$ cat src/rtl/jtframe_kabuki_enc_pkg.sv
// Shared Kabuki definitions: key layout, data-cycle address XOR and the
// self-inverse pair-swap functions used by both the encryptor and decryptor.
package jtframe_kabuki_enc_pkg;

    localparam int          KEY_BYTES      = 11;
    localparam logic [15:0] KABUKI_DATA_XA = 16'h1fc0;

    // First key byte loaded lands in swap_key1[31:24]
    typedef struct packed {
        logic [31:0] swap_key1;
        logic [31:0] swap_key2;
        logic [15:0] addr_key;
        logic [7:0]  xor_key;
    } kabuki_key_t;

    function automatic logic [7:0] rotr(input logic [7:0] d);
        return {d[0], d[7:1]};
    endfunction

    function automatic logic [7:0] bitswap1(input logic [7:0] d, input logic [15:0] key,
                                            input logic [7:0] sel);
        logic [7:0] o;
        logic       unused_key;
        unused_key = ^{key[15], key[11], key[7], key[3]};
        o = d;
        if (sel[key[2:0]])   o[1:0] = {d[0], d[1]};
        if (sel[key[6:4]])   o[3:2] = {d[2], d[3]};
        if (sel[key[10:8]])  o[5:4] = {d[4], d[5]};
        if (sel[key[14:12]]) o[7:6] = {d[6], d[7]};
        return o;
    endfunction

    // Same swaps as bitswap1 with the key nibbles taken in reverse order
    function automatic logic [7:0] bitswap2(input logic [7:0] d, input logic [15:0] key,
                                            input logic [7:0] sel);
        logic [7:0] o;
        logic       unused_key;
        unused_key = ^{key[15], key[11], key[7], key[3]};
        o = d;
        if (sel[key[14:12]]) o[1:0] = {d[0], d[1]};
        if (sel[key[10:8]])  o[3:2] = {d[2], d[3]};
        if (sel[key[6:4]])   o[5:4] = {d[4], d[5]};
        if (sel[key[2:0]])   o[7:6] = {d[6], d[7]};
        return o;
    endfunction

endpackage

$ cat src/rtl/jtframe_kabuki_keys.sv
// Kabuki key loader: shifts one byte per falling edge of prog_we into the
// 88-bit key register and flags when all 11 bytes have arrived.
module jtframe_kabuki_keys
    import jtframe_kabuki_enc_pkg::*;
(
    input  logic        clk,
    input  logic        rst,
    input  logic [7:0]  prog_data,
    input  logic        prog_we,
    output logic [87:0] keys,
    output logic        key_ok
);

    logic       last_we;
    logic [3:0] key_cnt;
    logic       strobe;

    assign strobe = last_we && !prog_we;
    assign key_ok = (key_cnt == 4'(KEY_BYTES));

    always_ff @(posedge clk) begin
        if (rst) begin
            keys    <= '0;
            key_cnt <= '0;
            last_we <= 1'b0;
        end else begin
            last_we <= prog_we;
            if (strobe) begin
                keys <= {keys[79:0], prog_data};
                // A byte after a complete key starts a fresh load
                key_cnt <= key_ok ? 4'd1 : key_cnt + 4'd1;
            end
        end
    end

endmodule

$ cat src/rtl/jtframe_kabuki_enc.sv
// Kabuki Z80 ROM encryptor: two-stage stream that produces the byte the
// CPS 1.5 decryptor maps back to the plaintext at the given address/cycle.
module jtframe_kabuki_enc
    import jtframe_kabuki_enc_pkg::*;
#(
    parameter logic [15:0] DATA_XA = KABUKI_DATA_XA
) (
    input  logic        clk,
    input  logic        rst,
    input  logic [7:0]  prog_data,
    input  logic        prog_we,
    output logic        key_ok,
    input  logic        in_valid,
    output logic        in_ready,
    input  logic [15:0] in_addr,
    input  logic        in_op,
    input  logic [7:0]  in_data,
    output logic        out_valid,
    input  logic        out_ready,
    output logic [15:0] out_addr,
    output logic [7:0]  out_data
);

    logic [87:0] key_bits;
    kabuki_key_t key;

    jtframe_kabuki_keys u_keys (
        .clk       (clk),
        .rst       (rst),
        .prog_data (prog_data),
        .prog_we   (prog_we),
        .keys      (key_bits),
        .key_ok    (key_ok)
    );

    assign key = key_bits;

    logic        vld_p1;
    logic [15:0] addr_p1;
    logic [15:0] hit_p1;
    logic [7:0]  data_p1;
    logic        s2_free;
    logic        accept;
    logic [15:0] hit_in;
    logic [7:0]  enc_p1;

    assign s2_free  = !out_valid || out_ready;
    assign in_ready = key_ok && (!vld_p1 || s2_free);
    assign accept   = in_valid && in_ready;
    assign hit_in   = in_op ? in_addr + key.addr_key
                            : (in_addr ^ DATA_XA) + key.addr_key + 16'd1;

    // ---- stage 1: accept and compute the swap select ----
    always_ff @(posedge clk) begin
        if (rst)          vld_p1 <= 1'b0;
        else if (accept)  vld_p1 <= 1'b1;
        else if (s2_free) vld_p1 <= 1'b0;
    end

    always_ff @(posedge clk) begin
        if (accept) begin
            addr_p1 <= in_addr;
            data_p1 <= in_data;
            hit_p1  <= hit_in;
        end
    end

    // ---- stage 2: decryptor steps undone in reverse order ----
    always_comb begin
        enc_p1 = data_p1;
        enc_p1 = bitswap1(enc_p1, key.swap_key2[31:16], hit_p1[15:8]);
        enc_p1 = rotr(enc_p1);
        enc_p1 = bitswap2(enc_p1, key.swap_key2[15:0], hit_p1[15:8]);
        enc_p1 = rotr(enc_p1);
        enc_p1 = enc_p1 ^ key.xor_key;
        enc_p1 = bitswap2(enc_p1, key.swap_key1[31:16], hit_p1[7:0]);
        enc_p1 = rotr(enc_p1);
        enc_p1 = bitswap1(enc_p1, key.swap_key1[15:0], hit_p1[7:0]);
    end

    always_ff @(posedge clk) begin
        if (rst) begin
            out_valid <= 1'b0;
            out_addr  <= '0;
            out_data  <= '0;
        end else if (s2_free) begin
            out_valid <= vld_p1;
            if (vld_p1) begin
                out_addr <= addr_p1;
                out_data <= enc_p1;
            end
        end
    end

endmodule

$ cat config.mk
export PLATFORM = sky130hd
export DESIGN_NAME = jtframe_kabuki_enc
export DESIGN_NICKNAME = d
export VERILOG_FILES = /design/src/rtl/jtframe_kabuki_enc_pkg.sv /design/src/rtl/jtframe_kabuki_keys.sv /design/src/rtl/jtframe_kabuki_enc.sv
export SDC_FILE = /design/constraint.sdc
export NUM_CORES = 1
export LEC_CHECK = 0
export BUFFER_PORTS_ARGS = -buffer_cell sky130_fd_sc_hd__buf_2
export CAP_MARGIN = 10
export CORE_AREA = 4 4 163 165
export DETAILED_ROUTE_END_ITERATION = 10
export DIE_AREA = 0 0 167 169
export GPL_ROUTABILITY_DRIVEN = 1
export PLACE_DENSITY_LB_ADDON = 0.1
export SETUP_SLACK_MARGIN = 0.4
export SLEW_MARGIN = 25
export SYNTH_ARGS = -nofsm -noshare
export SYNTH_HDL_FRONTEND = slang
export SYNTH_HIERARCHICAL = 1
export SYNTH_SLANG_ARGS = --single-unit
$ cat constraint.sdc
create_clock -name clk -period 3.7 [get_ports clk]
set_clock_uncertainty 0.05 [all_clocks]
set_input_delay 0.185 -clock clk [delete_from_list [all_inputs] [get_ports clk]]
set_output_delay 0.185 -clock clk [all_outputs]
set_load 0.005 [all_outputs]
### Word level (Yosys, flattened, before mapping)

Cells that the tools add are included.

| cells by class | value |
|---|---|
| add/sub/neg operators | 4 |
| $lt $le $gt $ge | 16 |
| equal/unequal tests | 1 |
| multiplexer cells | 52 |
| bitwise logic cells | 2 |
| reductions and logical operators | 10 |

Operator list:

| cell | number |
|---|---|
| $lt A3 B4 Y1 const B | 16 |
| $bmux W1 S3 | 16 |
| $add A16 B16 Y16 | 2 |
| $mux W2 | 16 |
| $mux W1 | 18 |
| $add A16 B1 Y16 const B | 1 |
| $mux W16 | 1 |
| $xor A8 B8 Y8 | 1 |
| $not A7 Y7 | 1 |
| $add A4 B1 Y4 const B | 1 |
| $eq A4 B4 Y1 const B | 1 |
| $mux W4 | 1 |
| $logic_and A1 B1 Y1 | 3 |
| $logic_not A1 Y1 | 3 |
| $logic_or A1 B1 Y1 | 2 |
| $reduce_and A2 Y1 | 1 |
| $reduce_bool A2 Y1 | 1 |

| word-level totals | value |
|---|---|
| flip-flop bits (word level) | 158 |
| input port bits | 38 |
| output and inout bits | 27 |
| word-level logic and storage cells | 95 |

### Depth between registers and ports, before layout

Gate-level depths: netlist (run 1).

| logic depth | value |
|---|---|
| depth after elaboration | 7 |
| mapped depth | 11 |
| depth with buffers taken out | 11 |

### Hierarchy

Netlist (run 1), hierarchy kept.

Modules (own cells, without submodules):

| module | instances | cells each | area each (um2) | seq. area each (um2) |
|---|---|---|---|---|
| jtframe_kabuki_enc | 1 | 518 | 5,476.5 | 1,721.7 |
| jtframe_kabuki_keys | 1 | 407 | 3,254.4 | 1,861.8 |

### Worst setup path after synthesis (run 1)

Ideal clock, no wire load.

| timing | value |
|---|---|
| kind | flip-flop to flip-flop |
| from | reg hit_p1[9] |
| to | reg out_data[0] |
| library setup time | 0.088 ns |
| arrival time | 2.400 ns |
| required time | 3.562 ns |
| path slack | 1.162 ns |
| cell stages (with the launch flop) | 8 |
| path buffers | 0 |
| period minus slack after synthesis | 2.538 ns |
| path through | edfxtp_1 -> mux4_1 -> mux2i_2 -> mux2i_1 -> and4bb_2 -> nor3_2 -> a21oi_1 -> nor4_2 |

| on the way | value |
|---|---|
| word-level cells in the longest chain between the ends | 7 |
| elaborated cells between the ends (all ways) | 25 |
| classes of those cells | 24 x mux; 1 x bitwise |

RTL lines:

| what | RTL line | source |
|---|---|---|
| from (decl) | jtframe_kabuki_enc.sv:40 | `logic [15:0] hit_p1;` |
| from (signal assigned) | jtframe_kabuki_enc.sv:64 | `hit_p1 <= hit_in;` |
| $bmux W1 S3, on equally long branches | n/a |  |
| $mux W1, on equally long branches | n/a |  |
| $mux W2, on equally long branches | n/a |  |
| $mux W2, on equally long branches | jtframe_kabuki_enc_pkg.sv:41, jtframe_kabuki_enc_pkg.sv:40, jtframe_kabuki_enc_pkg.sv:42 |  |
| $xor A8 B8 Y8 (*) | jtframe_kabuki_enc.sv:75 | `enc_p1 = enc_p1 ^ key.xor_key;` |
| $mux W2, on equally long branches | jtframe_kabuki_enc_pkg.sv:40, jtframe_kabuki_enc_pkg.sv:41 |  |
| $mux W2 (*) | jtframe_kabuki_enc_pkg.sv:26 | `if (sel[key[2:0]]) o[1:0] = {d[0], d[1]};` |
| to (signal assigned) | jtframe_kabuki_enc.sv:90 | `out_data <= enc_p1;` |
| to (decl) | jtframe_kabuki_enc.sv:21 | `output logic [7:0] out_data` |

Mark *: on every way between the ends. The rest lies on a longest branch, timed or not. The select of a mux whose other input is x is not followed.
A chain may end at the register's enable or synchronous reset.

### Worst setup path in the final report (run 1)

| timing | value |
|---|---|
| from | reg hit_p1[14] |
| to | reg out_data[0] |

Same word-level chain as after synthesis.

==> summary.md, run 1 <==
| Metric | Value |
|---|---|
| Run status | finished clean |
| GPL Wtd Cong | around 0.8 |
| Period utilisation layout | about four fifths |
| Antenna violations before repair | 0 |
| Grt ovf | 0 |
| Syn Nets | roughly 930 |
| Final Max Slew Viols | 0 |
| Ant diodes | 0 |
| Area of the die | 28,220 sq um |
| CP delay by family, top | multiplexers |
| Worst r2r dst | out_data[0] |
| H-tree levels | 4 |
| Hold endpoint | out_valid |
| Crit path kind | register to register |
| Starting Density | between 30% and 40% |
| Area of the core | between 20,000 and 30,000 sq um |
| First-pass GRT wire length | ~37,000 um |
| Placed cell count | 1,207 |
| Worst-Skew Late Latency | between 0.4 and 0.5 ns |
| Power after layout | roughly 3.6 mW |
| Place WS | 0.8244 ns |
| Layout cells sized above 1 | a little under a fifth |
| Filler cells | between 2,000 and 3,000 |
| Clock transition at path regs | about 0.070 ns |
| Pin count of the biggest net entering global routing | 85 |
| Pwr dens | around 370 nW/um^2 |
| Final ANT Viol Nets | 0 |
| Hold Fails Final Rpt | 0 |
| Die W | 167 um |
| Detailed-route via count | roughly 6,600 |
| WP buf/inv | 0 |
| Worst IR Drop VDD | around 290 uV |
| Post-Syn Instances | 861 |
| DP Wirelength | around 16,000 um |
| Post-cts gate resize count | 0 |
| Synth warn | 6 |
| Slowest stage cell on the critical path | mux2i_1 |
| Non-filler cells, final | 1,273 |
| Seq. cell area | roughly 3300 sq um |
| Pre-Repair DR Iteration Count | 5 |
| Mapped Area | 8210 sq um |
| Crit path time final | about 2.9 ns |
| Tot GR Track Use | approximately 17% |
| I/O Buffers | between 60 and 70 |
| HP Start | out_ready |
| Multi-input logic area | 4581 sq um |
| DIE HEIGHT | ~170 um |
| Clock Tree Root | clkbuf_16 |
| Sink Count | around 140 |
| First DRT Iteration DRCs | ~440 |
| Wire length per cell | approximately 19 um |
| R2R depth | 7 |
| Vias in the first global route | about 6,300 |
| Vias/cell | between 5 and 6 |
| Hold Path Class | input pin to register |
| Setup slack after layout | 0.7852 ns |
| Leak | between 3 and 4 nW |
| Routed wire length | roughly 24,000 um |
| WP data arrival | between 3 and 4 ns |
| P&R area growth vs syn | 18.21% |
| MaxCap Viol Count | 0 |
| # IOs | 65 |
| R2R Path Start | hit_p1[14] |
| Crit path max fanout | 8 |
| Row cnt | 58 |
| Max Clk Rate | roughly 0.34 GHz |
| Number of buffers created by CTS | 17 |
| Final Setup Violations | 0 |
| Slew @ Worst Pin | approximately 0.75 ns |
| R2r setup slk | slightly below 0.8 ns |
| Fin nets | just under 1,000 |
| Crit. End Element | register |
| Post-route DRC | 0 |
| Worst Path Required | between 3 and 4 ns |
| Crit path largest cell delay | 0.57 ns |
| Mean post-synth cell area | ~9.5 sq um |
| Worst hold slack | ~0.042 ns |
| Clock buffer depth | 2 |
| RSZ-0062 raised after global routing | false |
| Hold Path Cell Cnt | 4 |
| CP Cell Sequence | mux4_1 > mux2i_2 > mux2i_1 > and4bb_2 > nor3_2 > a21oi_1 > nor4_2 |
| Worst slew margin | 50.30% |
| Startpoint Class | register |
| Setup total negative slack | 0 ns |
| CTS tree | yes |
==> state kept, by name (all words and copies together) (netlist names), 4 cells and up <==
signal	cells
u_keys/keys	72
u_keys/key_cnt	4
hit_p1	16
data_p1	8
out_addr	16
addr_p1	16
out_data	8
==> tightest hold or removal path, delay by kind of cell <==
kind | cells | cell delay (ns)
and+or+nand+nor | 3 | 0.21
buffers and inverters | 1 | 0.07
==> where the power goes <==
part	internal, mW	switching, mW
logic	0.0836	0.117
registers	1.61	0.0101
clock network	1.01	0.755
total	2.71	0.882
==> worst max-delay path by stage <==
stage                from  slack, ns     endpoint  cells after the start
3_5_place_dp   hit_p1[14]       0.82  out_data[6]                      7
2_1_floorplan   hit_p1[9]       1.16  out_data[0]                      7
6_report       hit_p1[14]       0.79  out_data[0]                      7
5_1_grt        hit_p1[14]       0.57  out_data[0]                      7
4_1_cts        hit_p1[14]       0.79  out_data[6]                      7
3_3_place_gp   hit_p1[14]       0.85  out_data[6]                      7
==> area by class of cell <==
type / instances / area share, %
multi-input cells: 635 / 47.20
repair buffers: 107 / 7.890
well taps: 330 / 4.254
clock buffers: 19 / 4.460
inverters: 26 / 1.006
clock inverters: 13 / 1.573
flip-flops and latches: 143 / 33.62
==> layout by cell type, fill, tap and decap left out, drive strengths merged, types with 2 or more instances in the layout <==
cell and count:
a2111oi 2, a211oi 9, a21o 4, a21oi 127, a311oi 2, a31oi 3
and4bb 3, buf 74, bufinv 2, clkbuf 19, clkinv 3, clkinvlp 2
dfxtp 103, dlygate4sd3 33, edfxtp 40, fa 2, ha 25, inv 32
mux2i 41, mux4 32, nand2 195, nand2b 5, nand3 14, nand3b 16
nor2 31, nor2b 8, nor3 23, nor4 9, nor4b 8, nor4bb 13
o211ai 2, o21a 3, o21ai 15, o22ai 2, o41ai 3, or3 3
or3b 8, xnor2 13, xor2 2
==> timing repair <==
item                                    CTS  global route
endpoints found under the hold margin    33             0
hold buffers                             33             0
buffers inserted                          0             0
endpoints found under the setup margin    0             0
==> stage by stage <==
step	cell area [sq um]	util (%)
2_1_floorplan	8210	-
3_3_place_gp	8767	35.02
3_5_place_dp	8767	35.02
4_1_cts	9683	38.68
5_1_grt	9706	38.77
6_report	9706	38.77
==> metal layers <==
layer | wire [um] | share of wire (%) | track usage (%) | vias to the layer above
li1 | - | - | - | 3241
met3 | 700 | 3.0 | 3.129 | 16
met1 | 11350 | 48 | 22.91 | 3186
met5 | 0 | 0 | 0 | -
met4 | 336 | 1.4 | 4.340 | 0
met2 | 11250 | 48 | 27.46 | 112
Note: power is estimated with default switching activity, not from simulation.
==> run 2: changes to the inputs <==
==> constraint.sdc (replaced) <==
create_clock -name clk -period 3.01 [get_ports clk]
set_clock_uncertainty 0.05 [all_clocks]
set_input_delay 0.1505 -clock clk [delete_from_list [all_inputs] [get_ports clk]]
set_output_delay 0.1505 -clock clk [all_outputs]
set_load 0.005 [all_outputs]
==> summary.md, run 2 (synthesis gave the netlist of run 1 again) <==
| Metric | Value |
|---|---|
| Clock transition at path regs | 0.06 ns (about the same) |
| R2R Path Start | hit_p1[14] |
| Worst IR Drop VDD | 290.9 uV (+2.0%) |
| Antenna violations before repair | 0 (unchanged) |
| Worst Path Required | 3.29 ns (-0.69 ns) |
| Worst r2r dst | out_data[6] |
| Fin nets | 1,028 (+3.3%) |
| Worst hold slack | 0.01350 ns (-0.02881 ns) |
| Post-route DRC | 0 (unchanged) |
| Clock Tree Root | clkbuf_16 |
| Gate power share | 6.1% (+0.5 points) |
| MaxCap Viol Count | 0 (unchanged) |
| Routed wire length | 23,540 um (-0.39%) |
| Die W | 167 um (unchanged) |
| Worst slew margin | 53.28% (+3.0 points) |
| Setup total negative slack | 0 ns (unchanged) |
| Area of the die | 28,220 sq um (unchanged) |
| Wire length per cell | 18.03 um (-2.9%) |
| Worst-Skew Late Latency | 0.42 ns (about the same) |
| Crit path time final | 2.633 ns (-0.2821 ns) |
| Pin count of the biggest net entering global routing | 56 (-34%) |
| Beginning of the critical path | hit_p1[14] |
| First-pass GRT wire length | 37,180 um (+0.49%) |
| Layout cells sized above 1 | 26.54% (+7.3 points) |
| Psw | 1.020 mW (+16%) |
| Crit. End Element | register |
| R2r setup slk | 0.38 ns (-0.41 ns) |
| Vias in the first global route | 6,435 (+1.8%) |
| CTS tree | yes |
| Grt ovf | 0 (unchanged) |
| Detailed-route via count | 6,642 (+1.3%) |
| Pre-Repair DR Iteration Count | 4 (-1) |
| Most common cell after layout, fill and taps aside | nand2_1 |
| Slew @ Worst Pin | 0.7008 ns (-0.04476 ns) |
| Area of the core | 25,040 sq um (unchanged) |
| Pint | 3.146 mW (+16%) |
| # IOs | 65 (unchanged) |
| Number of buffers created by CTS | 17 (unchanged) |
| Commonest cells after routing, fill and taps aside | 195 x nand2_1, 117 x a21oi_1, 99 x dfxtp_1, 62 x buf_2 |
| First DRT Iteration DRCs | 388 (-11%) |
| DP Wirelength | 16,390 um (about the same) |
| Period utilisation layout | 87.47% (+8.7 points) |
| Tot GR Track Use | 16.66% (-0.093 points) |
| H-tree levels | 4 (unchanged) |
| GPL Wtd Cong | 0.8147 (+1.3%) |
| Leak | 3.485 nW (+3.6%) |
| I/O Buffers | 64 (unchanged) |
| Pwr dens | 410.1 nW/um^2 (+11%) |
| Hold Fails Final Rpt | 0 (unchanged) |
| Crit path kind | register to register |
| Starting Density | 32.79% (unchanged) |
| Final Max Slew Viols | 0 (unchanged) |
| Clock share of power | 46.0% (-3.2 points) |
| Max reg flops | 72 (unchanged) |
| Crit path max fanout | 6 (-2) |
| Final ANT Viol Nets | 0 (unchanged) |
| Final Setup Violations | 0 (unchanged) |
| P&R area growth vs syn | 23.74% |
| Largest Register | u_keys/keys |
| R2R depth | 8 (+1) |
| Vias/cell | 5.086 (-1.2%) |
| Max Clk Rate | 0.3798 GHz (+11%) |
| Sink Count | 143 (unchanged) |
| WP data arrival | 2.91 ns (-0.28 ns) |
| Startpoint Class | register |
| RSZ-0062 raised after global routing | true |
| Clock buffer depth | 2 (unchanged) |
| Run status | finished clean |
| Crit path to | out_data[6] |
| Seq pwr share | 47.9% (+2.7 points) |
| Hold Path Class | input pin to register |
| DIE HEIGHT | 169 um (unchanged) |
| Ant diodes | 0 (unchanged) |
| Net Sw Frac | 24.49% (-0.087 points) |
| Row cnt | 58 (unchanged) |
==> run 2: changes by cell type in the layout (fill, tap and decap cells not counted), moves of 5 or more <==
cell / previous run / this run
a21oi_1: 125 / 117
nor4bb_1: 13 / 5
mux4_2: 24 / 31
ha_1: 25 / 20
a21oi_2: 2 / 10
mux4_1: 8 / 1
buf_4: 8 / 40
mux2i_4: 7 / 15
==> run 2: cell type report <==
cell class,instances,area (sq um)
fill,2533,14880
multi-input combinational,635,4841
sequential,143,3271
timing repair buffer,140,1015
clock buffer,20,436.7
tap,330,412.9
inverter,26,97.59
clock inverter,12,86.33
==> run 2: timing repair <==
action / 4_1_cts / 5_1_grt
setup endpoints to repair: 11 / 13
buffers inserted: 15 / 8
cloned: 0 / 0
hold buffers: 33 / 0
hold endpoints to repair: 33 / 0
resized for setup: 46 / 25
pin swaps: 29 / 23
==> run 2: power groups by stage <==
stage               clock network [mW]  registers, mW  logic [mW]
floorplan                            0           2.03       0.139
global placement                     0           2.04       0.214
detailed placement                   0           2.04       0.215
CTS                               1.99           2.00       0.252
global route                      2.07           2.00       0.280
finish                            1.92           2.00       0.252
==> run 2: worst max-delay path: stages (launching register included) <==
cell      delay [ns]
edfxtp_1        0.51
mux4_2          0.55
mux2i_4         0.27
mux2i_4         0.40
buf_4           0.17
mux2i_1         0.07
a211oi_2        0.22
a21oi_2         0.10
nor4_2          0.20
==> run 2: how the worst min path moves through the flow <==
stage	slack [ns]	to	cells past startpoint	startpoint
3_5_place_dp	0.28	data_p1[1]	1	in_data[1]
3_3_place_gp	0.28	data_p1[1]	1	in_data[1]
5_1_grt	0.02	out_valid	4	out_ready
2_1_floorplan	0.20	addr_p1[0]	0	in_addr[0]
4_1_cts	0.003	out_valid	4	out_ready
6_report	0.01	out_valid	4	out_ready
==> run 2: per-layer routing <==
metal | share of wire [%] | track usage, %
met5 | 0 | 0
met4 | 1.2 | 4.625
met3 | 2.0 | 2.569
met2 | 48 | 27.49
met1 | 48 | 22.84
==> run 2: metrics by stage <==
stage | setup slack, ns | area [sq um] | utilization, % | std cells | power, mW
2_1_floorplan | 0.4720 | 8210 | - | 861 | 2.173
3_3_place_gp | 0.1474 | 8850 | 35.35 | 1218 | 2.254
3_5_place_dp | 0.1207 | 8850 | 35.35 | 1218 | 2.254
4_1_cts | 0.3890 | 10010 | 40.00 | 1298 | 4.234
5_1_grt | 0.2370 | 10160 | 40.58 | 1306 | 4.350
6_report | 0.3773 | 10160 | 40.58 | 1306 | 4.167
